<file path="config.mk">
export PLATFORM = sky130hd
export DESIGN_NAME = tensor_core_register_file
export DESIGN_NICKNAME = d
export VERILOG_FILES = /design/src/rtl/tensor_core_pkg.sv /design/src/rtl/tensor_core_register_file.sv
export SDC_FILE = /design/constraint.sdc
export NUM_CORES = 1
export LEC_CHECK = 0
export BUFFER_PORTS_ARGS = -buffer_cell sky130_fd_sc_hd__buf_2
export CAP_MARGIN = 10
export CORE_MARGIN = 2
export CORE_UTILIZATION = 57
export DETAILED_ROUTE_END_ITERATION = 10
export PLACE_DENSITY = 0.87
export SYNTH_ARGS = -nofsm -noshare
export SYNTH_HDL_FRONTEND = slang
export SYNTH_SLANG_ARGS = --single-unit
export TNS_END_PERCENT = 100
</file>
<file path="constraint.sdc">
create_clock -name tensor_core_clock -period 5 [get_ports tensor_core_clock]
set_input_delay 0.5 -clock tensor_core_clock [delete_from_list [all_inputs] [get_ports tensor_core_clock]]
set_output_delay 0.5 -clock tensor_core_clock [all_outputs]
set_load 0.05 [all_outputs]
</file>
<file path="src/rtl/tensor_core_pkg.sv">
// rtl/tensor_core_pkg.sv - shared element, matrix, opcode and state types for the tensor core staging block
package tensor_core_pkg;

  localparam int BUS_WIDTH = 7;

  typedef logic signed [BUS_WIDTH:0] elem_t;
  typedef elem_t [0:2][0:2] mat3_t;

  typedef enum logic [1:0] {
    OP_MATMUL = 2'b00,
    OP_ADD    = 2'b01,
    OP_RELU   = 2'b10
  } op_e;

  typedef enum logic [1:0] {
    ST_IDLE,
    ST_START,
    ST_WAIT,
    ST_CAPTURE
  } state_e;

endpackage

</file>
<file path="src/rtl/tensor_core_register_file.sv">
// rtl/tensor_core_register_file.sv - operand/result staging and launch sequencing for small_tensor_core
// Optional RESULT_FORWARD_EN: captured result is also copied into matrix A for op chaining.
module tensor_core_register_file
  import tensor_core_pkg::*;
#(
  parameter int COMPUTE_CYCLES = 10
) (
  input  logic                 tensor_core_clock,
  input  logic                 tensor_core_reset_n,
  input  logic                 wr_valid,
  output logic                 wr_ready,
  input  logic [4:0]           wr_addr,
  input  logic [BUS_WIDTH:0]   wr_data,
  input  logic                 cmd_valid,
  output logic                 cmd_ready,
  input  logic [1:0]           cmd_op,
  input  logic [3:0]           rd_addr,
  output logic [BUS_WIDTH:0]   rd_data,
  output logic                 result_valid,
  output logic                 busy,
  output logic                 addr_err,
  output mat3_t                tensor_core_input1,
  output mat3_t                tensor_core_input2,
  output logic                 tensor_core_register_file_write_enable,
  output logic                 should_start_tensor_core,
  output logic [1:0]           operation_select,
  input  mat3_t                tensor_core_output
);

  localparam int CNT_W = (COMPUTE_CYCLES > 1) ? $clog2(COMPUTE_CYCLES) : 1;

  state_e             state_q;
  logic [CNT_W-1:0]   cnt_q;
  mat3_t              a_q, b_q, res_q;
  mat3_t              a_d, b_d;
  logic               rv_q, err_q, we_q, start_q;
  logic [1:0]         op_q;
  logic               wr_hit;
  logic               wr_fire, cmd_fire;

  assign wr_ready  = (state_q == ST_IDLE);
  assign cmd_ready = (state_q == ST_IDLE) && !wr_valid;
  assign wr_fire   = wr_valid && wr_ready;
  assign cmd_fire  = cmd_valid && cmd_ready;

  // Addresses 0-8 map to A, 9-17 to B, both row-major; anything else is a miss.
  always_comb begin
    a_d    = a_q;
    b_d    = b_q;
    wr_hit = 1'b0;
    for (int r = 0; r < 3; r++) begin
      for (int c = 0; c < 3; c++) begin
        if (wr_addr == 5'(r * 3 + c)) begin
          a_d[r][c] = wr_data;
          wr_hit    = 1'b1;
        end
        if (wr_addr == 5'(9 + r * 3 + c)) begin
          b_d[r][c] = wr_data;
          wr_hit    = 1'b1;
        end
      end
    end
  end

  always_comb begin
    rd_data = '0;
    for (int r = 0; r < 3; r++) begin
      for (int c = 0; c < 3; c++) begin
        if (rd_addr == 4'(r * 3 + c)) rd_data = res_q[r][c];
      end
    end
  end

  always_ff @(posedge tensor_core_clock) begin
    if (!tensor_core_reset_n) begin
      state_q <= ST_IDLE;
      cnt_q   <= '0;
      a_q     <= '0;
      b_q     <= '0;
      res_q   <= '0;
      rv_q    <= 1'b0;
      err_q   <= 1'b0;
      we_q    <= 1'b0;
      start_q <= 1'b0;
      op_q    <= 2'b00;
    end else begin
      we_q    <= 1'b0;
      start_q <= 1'b0;
      case (state_q)
        ST_IDLE: begin
          if (wr_fire) begin
            if (wr_hit) begin
              a_q  <= a_d;
              b_q  <= b_d;
              we_q <= 1'b1;
            end else begin
              err_q <= 1'b1;
            end
          end else if (cmd_fire) begin
            op_q    <= cmd_op;
            rv_q    <= 1'b0;
            start_q <= 1'b1;
            state_q <= ST_START;
          end
        end
        ST_START: begin
          cnt_q   <= CNT_W'(COMPUTE_CYCLES - 1);
          state_q <= ST_WAIT;
        end
        ST_WAIT: begin
          if (cnt_q == '0) state_q <= ST_CAPTURE;
          else             cnt_q   <= cnt_q - 1'b1;
        end
        ST_CAPTURE: begin
          res_q   <= tensor_core_output;
          rv_q    <= 1'b1;
`ifdef RESULT_FORWARD_EN
          a_q     <= tensor_core_output;
`endif
          state_q <= ST_IDLE;
        end
        default: state_q <= ST_IDLE;
      endcase
    end
  end

  assign busy                                   = (state_q != ST_IDLE);
  assign result_valid                           = rv_q;
  assign addr_err                               = err_q;
  assign tensor_core_input1                     = a_q;
  assign tensor_core_input2                     = b_q;
  assign tensor_core_register_file_write_enable = we_q;
  assign should_start_tensor_core               = start_q;
  assign operation_select                       = op_q;

endmodule
</file>
### After elaboration in Yosys (flattened, before gate mapping)

Index checks and enable logic that the tools add are counted.

| word-level totals | value |
|---|---|
| bits in registers | 228 |
| bits in latches | 0 |
| memory bits (writable) | 0 |
| memory bits (read-only) | 0 |
| input bits | 95 |
| output and inout port bits | 161 |
| logic and storage cells | 145 |
| memories kept | 0 |

| operators by class | value |
|---|---|
| $add $sub $neg | 1 |
| multipliers | 0 |
| divide/modulo/power cells | 0 |
| order comparisons | 0 |
| eq/ne operators | 32 |
| shift operators | 0 |
| mux-type cells | 38 |
| bitwise operators | 4 |
| reduce and logical (&&, ||, !) cells | 36 |

Operators with widths:

| operator | count |
|---|---|
| 8-bit two-way mux | 9 |
| 4-bit AND reduction | 18 |
| 5-bit by 4-bit equality test with 1-bit output, second input constant | 8 |
| 1-bit two-way mux | 22 |
| 5-bit by 3-bit equality test with 1-bit output, second input constant | 4 |
| 4-bit by 3-bit equality test with 1-bit output, second input constant | 4 |
| 3-bit AND reduction | 5 |
| 5-bit by 2-bit equality test with 1-bit output, second input constant | 2 |
| 5-bit equality test, second input constant | 2 |
| 4-bit by 2-bit equality test with 1-bit output, second input constant | 2 |
| 4-bit logical NOT | 2 |
| 2-bit one-hot mux with 4 select lines | 1 |
| 4-bit one-hot mux with 2 select lines | 1 |
| 2-bit two-way mux | 3 |
| 2-bit != test, second input constant | 3 |
| 2-bit nonzero test | 3 |
| 5-bit by 1-bit equality test with 1-bit output, second input constant | 1 |
| 5-bit logical NOT | 1 |
| 2-bit equality test, second input constant | 2 |
| 4-bit by 1-bit equality test with 1-bit output, second input constant | 1 |
| 4-bit equality test, second input constant | 1 |
| 4-bit two-way mux | 1 |
| 1-bit NOT | 4 |
| 4-bit by 1-bit subtractor with 4-bit output, second input constant | 1 |
| other kinds (8) | 10 |

### Longest topological paths before layout

Gate-level depths: netlist (run 1).

| logic depth | value |
|---|---|
| depth in word-level cells | 21 |
| depth in mapped cells | 8 |
| gate-level depth less buffers | 6 |

### Least setup slack after synthesis (run 1)

OpenSTA, ideal clock, no wires.

| timing path | value |
|---|---|
| kind | input -> output |
| from | input rd_addr[0] |
| to | output rd_data[3] |
| data arrival time | 2.337 ns |
| required time | 4.500 ns |
| setup slack | 2.163 ns |
| stages on the path | 7 |
| path buffers | 3 |
| cell sequence | clkbuf_1 buf_2 clkbuf_1 nand2_1 a21oi_1 o32ai_1 a21oi_1 |

| on the way | value |
|---|---|
| longest elaborated chain between the ends | 10 |
| elaborated cells on any way between the ends | 18 |
| those cells by class | eq/ne (8); mux (9); reduce/logical (1) |

RTL lines:

| what | line | source |
|---|---|---|
| start, declared | tensor_core_register_file.sv:17 | `input logic [3:0] rd_addr,` |
| 4-bit logical NOT | tensor_core_register_file.sv:69 | `if (rd_addr == 4'(r * 3 + c)) rd_data = res_q[r][c];` |
| 8-bit two-way mux (8 in a row) | tensor_core_register_file.sv:69 |  |
| 8-bit two-way mux * | tensor_core_register_file.sv:69 |  |
| end, declared | tensor_core_register_file.sv:18 | `output logic [BUS_WIDTH:0] rd_data,` |

Every way passes the cells marked *; elsewhere a longest branch is shown, timed or not.

### Worst setup path in the final report (run 1)

Same ends and word-level chain as after synthesis.

==> results.md, run 1 <==
- Outcome: complete, no violations
- Fmax: 369 MHz
- DR pass1 iterations: 4
- Clk_skew: 0.00730 ns
- Vias in the first global route: 6822
- Most used cell, CP: buf_2
- Htree depth: 1
- Overflow after GRT: 0
- Gate Count Post-Synth: 899
- First-pass GRT wire length: 37.0 mm
- Crit path max-delay family: buffers and inverters
- Critical path endpoint category: output port
- CTS resizes: 0
- Max cap viols: 0
- 1st-iter DRT viols: 349
- DR vias/cell: 5.30
- WL/cell: 17.9 µm
- Root Buffer: clkbuf_16
- Number of flops mapped to enable cells by yosys: 0
- Setup TNS: 0 ns
- Startpoint Class: primary input
- Slew @ Worst Pin: 0.825 ns
- Die Span Y: 133 µm
- Main synth FF type: dfxtp_1
- Largest net degree at the start of global routing: 105
- Arrival @ worst endpoint: 2.21 ns
- Synth-to-Final Area Change: 21.6%
- Final-stage net count: 1210
- GRT Overall Usage: 0.261
- CTS sink count: 228
- Leak Pwr: 4.93 nW
- Core area: 0.0165 mm²
- Avg Cell Area, Syn: 10.6 µm²
- Core Util, Final: 0.704
- Wirelength, routed: 24.1 mm
- GP Congestion: 0.884
- # fillers: 1220
- Worst path depth: 6
- Hold Crit Class: primary input to flop
- Worst-Skew Late Latency: 0.50 ns
- Buf/Inv on CP: 2
- Detailed placement HPWL: 16.4 mm
- Syn_nets: 1000
- PD cells: 371 mW/mm²
- VDD IR max: 0.000294 V
- Antenna Nets Post-Route: 0
- Post-CTS Hold Fix Bufs: 0
- Min cycle time layout: 2.71 ns
- Post-route total power: 0.00430 W
- Tcrit/Tclk final: 0.541
- WS Path Type: primary input to output port
- R2R Setup Slk: 2.60 ns
- #FFs+latches synth: 228
- CTS tree: yes
- Crit-path cells: buf_2 > mux2_2 > and3_1 > o32ai_1 > a21oi_1 > buf_2
- Final Setup Violations: 0
- Row count: 47
- Die W: 133 µm
- Die ar.: 0.0178 mm²
- Rel. slew slack: 0.450
- Clock transition at path regs: 0.06 ns
- Slowest library cell on the worst path: buf_2
- Max clock buf depth: 3
- Fin. max-slew vios: 0
- Initial Util: 0.579
- Worst hold margin: 0.253 ns
- Num CTS Buffers: 24
- CP Max Fanout: 33
- Initial antenna violation count: 2
- Synth async-reset ratio: 0
- Port Buffer Count: 255
- CP peak stage delay: 0.48 ns
- Register area share after synthesis: 0.479
- Mapped Area: 0.00953 mm²
- Synth unique cells: 48
- R2R depth: 6
- Routed vias: 7131
- DRC errors left: 0
- Final instance area: 0.0116 mm²
- Post-CTS Setup Inserts: 0
- I/O pin cnt: 256
- Final hold vios: 0
- Yosys warning total: 0
- Critical Path RT: 4.50 ns
- RSZ-0062 raised after global routing: no
- Layout cells sized above 1: 0.277
- Hold Crit Depth: 3
- DP Area: 0.0108 mm²
area by class of cell:
class | count | area [µm²] | area share
Timing Repair Buffer | 258 | 1300 | 0.112
Clock buffer | 39 | 728 | 0.0628
Inverter | 9 | 33.8 | 0.00291
Sequential cell | 228 | 4560 | 0.394
Tap cell | 220 | 275 | 0.0237
Multi-Input combinational cell | 588 | 4640 | 0.400
Clock inverter | 3 | 43.8 | 0.00378
Antenna cell | 1 | 2.50 | 0.000216
final timing paths:
kind	to	start
max	rd_data[3]	rd_addr[0]
min	res_q[57]	tensor_core_output[57]
max reg2reg	tensor_core_input1[54]	state_q[0]
min reg2reg	addr_err	addr_err
cells by family (layout without fill, tap and decap cells):
group	Yosys count	after routing	share of synthesized area
AOI/OAI and AO/OA	50	50	0.0336
buffers and inverters	83	309	0.0353
muxes	226	226	0.245
DFF	228	228	0.479
adders and majority gates	6	6	0.00788
and+or+nand+nor	305	305	0.198
xor gates and xnor gates	1	1	0.000919
other	0	1	0
metrics by stage:
step	worst slack, ns	std cells
global route	2.13	1346
finish	2.29	1346
floorplan	2.16	899
detailed placement	2.29	1303
CTS	2.28	1345
global placement	2.32	1303
worst reg2reg max path, delay by kind of cell, from the launching register on:
| kind | cells | cell delay [ns] |
|---|---|---|
| flops | 1 | 0.36 |
| buf+inv | 1 | 0.10 |
| fa+ha+maj | 1 | 0.47 |
| mux | 1 | 0.29 |
| simple gates | 3 | 1.06 |
cells in the mapped netlist, types with 3 or more instances:
cell,number,area [µm²]
nor2_4,5,56.3
nand4b_1,4,35.0
a21boi_0,4,30.0
and3_1,5,31.3
a21oi_1,15,75.1
nor2_1,11,41.3
dfxtp_1,228,4560
mux2i_1,219,2190
nor2b_1,219,1370
nor2_2,4,25.0
or4_1,3,22.5
o21ai_0,8,40.0
buf_1,3,11.3
ha_1,6,75.1
buf_2,11,55.1
inv_1,9,33.8
nand2_1,19,71.3
nor3_1,3,15.0
nand3_1,10,50.1
or3_1,3,18.8
o22ai_1,6,37.5
a211oi_1,6,45.0
nand2b_1,5,31.3
mux4_2,6,135
clkbuf_1,58,218
cells in the final DEF (no fill, tap or decap), types with 2 or more instances in the layout:
master / netlist / layout
a31oi_1: 2 / 2
nand2b_1: 5 / 5
or3_1: 3 / 3
mux4_2: 6 / 6
mux2i_1: 219 / 219
nor3_1: 3 / 3
dfxtp_1: 228 / 228
a221o_1: 2 / 2
nor2b_1: 219 / 219
ha_1: 6 / 5
clkbuf_1: 58 / 9
o21a_1: 2 / 2
or3b_1: 2 / 2
or4_1: 3 / 3
a21boi_0: 4 / 4
nand3_1: 10 / 10
nand4_1: 2 / 2
a211oi_1: 6 / 6
o21ai_0: 8 / 8
nand2_1: 19 / 19
nor2_2: 4 / 4
inv_1: 9 / 9
o22ai_1: 6 / 6
buf_2: 11 / 254
nor2_1: 11 / 11
buf_4: 1 / 4
nand3b_1: 2 / 2
nor2_4: 5 / 5
clkbuf_8: 0 / 5
and3_1: 5 / 5
nand4b_1: 4 / 4
clkbuf_16: 0 / 25
a21oi_1: 15 / 15
power by group:
group	leakage (nW)	internal (W)	total (W)	switching, W
clock	0.377	0.00104	0.00174	0.000694
combinational	2.71	0.000231	0.000629	0.000398
sequential	1.84	0.00189	0.00194	0.0000485
sequential cells by signal (all words and copies together) (netlist names):
name and flops:
tensor_core_input2 72, addr_err 1, tensor_core_input1 72, res_q 72, state_q 2, result_valid 1, operation_select 2, tensor_core_register_file_write_enable 1
cnt_q 4, should_start_tensor_core 1
metal layers:
layer	vias to the layer above	share of wire	wire length (µm)	track usage
li1	3454	-	-	-
met5	-	0.00029	7	0
met2	243	0.49	11700	0.453
met4	2	0.032	769	0.0839
met3	51	0.067	1600	0.0563
met1	3381	0.41	9970	0.324
Note: power is estimated with default switching activity, not from simulation.
==> run 2, diff against run 1 <==
- CORE_UTILIZATION: 57 -> 48
- PLACE_DENSITY: 0.87 -> 0.78
- clock period: 5 -> 2.4 ns (I/O delays scaled with it)
==> run 2 against run 1 <==
  * Clock-buffer cell count shrank 7
  * Via count rose by 3.9%
  * Worst hold slack worse by 0.24 ns
  * Clock power up 120%
==> results.md, run 2 (synthesized netlist as in run 1, its figures left out) <==
- GRT Overall Usage: 0.233
- First-pass GRT wire length: 39.6 mm
- Min cycle time layout: 2.18 ns
- Final hold vios: 0
- Max cap viols: 0
- CP peak stage delay: 0.36 ns
- Slew @ Worst Pin: 0.634 ns
- GP Congestion: 0.804
- Die Span Y: 145 µm
- Commonest non-fill, non-tap cell in the layout: buf_2
- CTS tree: yes
- CTS sink count: 228
- Routed vias: 7408
- Antenna Nets Post-Route: 0
- Overflow after GRT: 0
- Num CTS Buffers: 24
- VDD IR max: 0.000586 V
- Pre-CTS WS: 0.297 ns
- WS Path Type: flop to output port
- Leading cell types in the layout, fill and taps excluded: buf_2 (254), dfxtp_1 (228), mux2i_1 (219), nor2b_1 (218), dlygate4sd3_1 (53)
- Leak Pwr: 5.25 nW
- Final Setup Violations: 0
- Htree depth: 1
- Clock transition at path regs: 0.06 ns
- Rel. slew slack: 0.576
- Gate power share: 0.155
- Crit-path cells: inv_1 > ha_2 > buf_4 > nor2b_2 > buf_2
- Worst-Skew Late Latency: 0.51 ns
- Outcome: complete, no violations
- Final setup margin: 0.223 ns
- Initial Util: 0.490
- Fmax: 459 MHz
- Critical Path RT: 2.16 ns
- Largest net degree at the start of global routing: 82
- Arrival @ worst endpoint: 1.94 ns
- Switching Power: 0.00245 W
- P_int: 0.00687 W
- Initial antenna violation count: 0
- WL/cell: 17.6 µm
- Diode count: 0
- Slowest library cell on the worst path: dfxtp_1
- DR vias/cell: 5.10
- Root Buffer: clkbuf_16
- Die W: 145 µm
- Tcrit/Tclk final: 0.907
- 1st-iter DRT viols: 368
- PD cells: 755 mW/mm²
- Synth-to-Final Area Change: 29.6%
- I/O pin cnt: 256
- Sequential Area: 0.00456 mm²
- RSZ-0062 raised after global routing: no
- DR pass1 iterations: 4
- Startpoint Class: flop
- Post-CTS Setup Inserts: 0
- Buf/Inv on CP: 3
- Flop pwr share: 0.432
- Row count: 51
- Core area: 0.0195 mm²
- Critical path endpoint category: output port
- # fillers: 1509
- Fin. max-slew vios: 0
- Vias in the first global route: 7164
- Max clock buf depth: 3
- Port Buffer Count: 255
- Detailed placement HPWL: 16.7 mm
- Area of the multi-input gates: 0.00465 mm²
- DRC errors left: 0
- Wirelength, routed: 25.6 mm
- Setup TNS: 0 ns
- Clk_skew: 0.0131 ns
- CP Max Fanout: 9
- Die ar.: 0.0210 mm²
- Clock network power share: 0.413
- Final-stage net count: 1274
- Crit path max-delay family: buffers and inverters
- Switching share of power: 0.263
- Layout cells sized above 1: 0.279
- Hold Crit Class: primary input to flop
==> run 2: cell count changes in the layout (fill, tap and decap cells not counted), sizes merged <==
cell         delta
buf            +11
bufinv          +2
dlygate4sd3    +53
diode           -1
clkinv          +5
clkbuf          -7
inv             -1
==> run 2: repair_timing <==
item / in CTS / in global routing
setup endpoints to repair: 0 / 1
endpoints found under the hold margin: 53 / 0
hold buffers: 53 / 0
resized for setup: 0 / 1
==> run 2: area by class of cell <==
type                    count  share of cell area
multi-input cells         588               0.376
inverters                   9             0.00273
repair buffers            322               0.158
clock inverters             9              0.0100
clock buffers              32              0.0568
flip-flops and latches    228               0.369
well taps                 265              0.0268
==> run 2: worst register-to-register path, cell delays in order (launching register included) <==
cell and delay [ns]:
dfxtp_1 0.36, inv_1 0.10, ha_2 0.27, nand2_1 0.13
or4_1 0.76, mux2i_1 0.26, nor2b_1 0.08
==> run 2: routing by layer <==
layer  global-route usage  wire length (µm)
met1                0.297             11000
met2                0.394             12100
met3               0.0528              1870
met4               0.0673               572
met5                    0                 0
==> run 2: path summary, 6_finish.rpt <==
| path | from | end | slack (ns) | depth (start not counted) |
|---|---|---|---|---|
| hold reg to reg | addr_err | addr_err | 0.47 | 1 |
| setup / recovery | state_q[0] | cmd_ready | 0.22 | 5 |
| setup reg to reg | state_q[0] | tensor_core_input1[57] | 0.32 | 6 |
| hold / removal | tensor_core_output[14] | res_q[14] | 0.01 | 3 |
==> run 2: stage by stage <==
step / area (µm²) / utilization / hold slack [ns] / instances / total power [W]
5_1_grt: 12400 / 0.635 / 0.00460 / 1453 / 0.00967
3_3_place_gp: 11000 / 0.565 / 0.446 / 1359 / 0.00544
6_report: 12400 / 0.635 / 0.00965 / 1453 / 0.00932
3_5_place_dp: 11000 / 0.565 / 0.455 / 1359 / 0.00547
2_1_floorplan: 9530 / - / 0.386 / 899 / 0.00508
4_1_cts: 12400 / 0.635 / 0.000187 / 1453 / 0.00936
==> run 2: power by group through the flow <==
| stage | sequential (W) | combinational [W] | clock [W] |
|---|---|---|---|
| after floorplan | 0.00422 | 0.000867 | 0 |
| after global placement | 0.00410 | 0.00134 | 0 |
| after detailed placement | 0.00411 | 0.00136 | 0 |
| after CTS | 0.00403 | 0.00143 | 0.00390 |
| after global routing | 0.00404 | 0.00155 | 0.00407 |
| final | 0.00403 | 0.00144 | 0.00385 |
==> run 3, diff against run 2 <==
- CORE_UTILIZATION: 48 -> 49
- CTS_BUF_LIST: not set -> sky130_fd_sc_hd__clkbuf_2 sky130_fd_sc_hd__clkbuf_4 sky130_fd_sc_hd__clkbuf_8
- PLACE_DENSITY: 0.78 -> 0.84
==> run 3 against run 2 <==
  * Clock-buffer cell count grew 26
  * Sequential share of layout area shrank 0.58 points
  * Wire length rose by 5.4%
  * Largest power group unchanged
==> results.md, run 3 (synthesized netlist as in run 1, its figures left out) <==
- Fmax: 441 MHz
- Crit path max-delay family: compound AO/OA/AOI/OAI gates
- RSZ-0062 raised after global routing: no
- Fin. max-slew vios: 0
- Min cycle time layout: 2.27 ns
- Die Span Y: 143 µm
- Overflow after GRT: 0
- Outcome: complete, no violations
- Worst-Skew Late Latency: 0.54 ns
- Initial antenna violation count: 0
- CTS sink count: 228
- Switching share of power: 0.275
- Flop pwr share: 0.437
- Clock network power share: 0.405
- Crit-path cells: mux2i_1 > o211ai_1 > a221o_1 > a221o_1 > buf_2
- Htree depth: 2
- WS Path Type: flop to output port
- I/O pin cnt: 256
- First-pass GRT wire length: 40.8 mm
- GRT Overall Usage: 0.252
- Synth-to-Final Area Change: 31.7%
- Hold Crit Class: primary input to flop
- CP Max Fanout: 2
- Vias in the first global route: 7727
- Diode count: 0
- Num CTS Buffers: 40
- Post-route total power: 0.00923 W
- Most used cell, CP: a221o_1
- # fillers: 1498
- Post-CTS Setup Inserts: 0
- Tcrit/Tclk final: 0.946
- Critical Path RT: 2.16 ns
- Antenna Nets Post-Route: 0
- CTS tree: yes
- Clock transition at path regs: 0.06 ns
- Critical path endpoint category: output port
- Die ar.: 0.0206 mm²
- CP peak stage delay: 0.35 ns
- Root Buffer: clkbuf_8
- Initial Util: 0.495
- Switching Power: 0.00254 W
- Clk_skew: 0.0261 ns
- Commonest non-fill, non-tap cell in the layout: buf_2
- GP Congestion: 0.848
- DRC errors left: 0
- Max cap viols: 0
- Buf/Inv on CP: 1
- 1st-iter DRT viols: 411
- Area of the multi-input gates: 0.00465 mm²
- WL/cell: 18.0 µm
- Slowest library cell on the worst path: a221o_1
- Wirelength, routed: 26.9 mm
- Layout cells sized above 1: 0.286
- Max clock buf depth: 3
- Rel. slew slack: 0.448
- Core area: 0.0193 mm²
- VDD IR max: 0.000481 V
- Final-stage net count: 1308
- Row count: 51
- Sequential Area: 0.00456 mm²
- Arrival @ worst endpoint: 2.03 ns
- Largest net degree at the start of global routing: 97
- Final hold vios: 0
- Final Setup Violations: 0
- Gate power share: 0.158
- Worst hold margin: 0.112 ns
- Leading cell types in the layout, fill and taps excluded: buf_2 (254), dfxtp_1 (228), mux2i_1 (219), nor2b_1 (218), dlygate4sd3_1 (75)
- P_int: 0.00670 W
- Setup TNS: 0 ns
- Leak Pwr: 5.34 nW
- DR pass1 iterations: 5
- Routed vias: 7664
- Port Buffer Count: 255
- PD cells: 736 mW/mm²
- DR vias/cell: 5.13
- Slew @ Worst Pin: 0.822 ns
- Core Util, Final: 0.651
- Detailed placement HPWL: 16.6 mm
- Die W: 143 µm
- Startpoint Class: flop
## run 3: changes by cell type in the layout (fill, tap and decap cells not counted), sizes merged
cell / change
clkbuf: +26
dlygate4sd3: +22
buf: -4
clkinv: -4
clkinvlp: +2
bufinv: -1
## run 3: worst paths after layout
path / start / to / slack (ns) / cells after the start
max: res_q[68] / rd_data[4] / 0.13 / 5
min: wr_valid / tensor_core_register_file_write_enable / 0.11 / 2
max reg2reg: state_q[0] / tensor_core_input2[18] / 0.35 / 6
min reg2reg: operation_select[0] / operation_select[0] / 0.47 / 2
## run 3: worst reg2reg max path, stage by stage, from the launching register on
cell	delay (ns)
dfxtp_1	0.36
inv_1	0.11
ha_2	0.26
and4b_1	0.28
nand4_1	0.50
mux2i_1	0.35
nor2b_1	0.06
## run 3: per-stage QoR
step,area (µm²),instances,setup WS (ns)
after floorplan,9530,899,0.0834
after global placement,11000,1355,0.267
after detailed placement,11000,1355,0.202
after CTS,12500,1493,0.104
after global routing,12600,1494,0.0666
final,12600,1494,0.130
## run 3: per-layer routing
metal | global-route usage | up-vias | share of wire
met5 | 0 | - | 0
met1 | 0.290 | 3591 | 0.39
met3 | 0.0610 | 84 | 0.075
li1 | - | 3648 | -
met4 | 0.117 | 0 | 0.041
met2 | 0.440 | 341 | 0.49
## run 3: timing repair
| item | CTS | global route |
|---|---|---|
| setup endpoints to repair | 0 | 1 |
| hold buffers | 74 | 1 |
| endpoints found under the hold margin | 74 | 1 |
| resized for setup | 0 | 1 |
## run 3: layout make-up
type | instances | share of cell area
multi-input combinational | 588 | 0.370
clock buffer | 58 | 0.0586
clock inverter | 6 | 0.00768
timing repair buffer | 340 | 0.171
tap | 265 | 0.0264
inverter | 9 | 0.00269
sequential | 228 | 0.364
## run 3: power by group through the flow
stage | Clock (W) | Combinational [W] | Sequential (W)
2_1_floorplan | 0 | 0.000867 | 0.00422
3_3_place_gp | 0 | 0.00131 | 0.00410
3_5_place_dp | 0 | 0.00134 | 0.00411
4_1_cts | 0.00381 | 0.00143 | 0.00403
5_1_grt | 0.00398 | 0.00158 | 0.00405
6_report | 0.00374 | 0.00146 | 0.00404
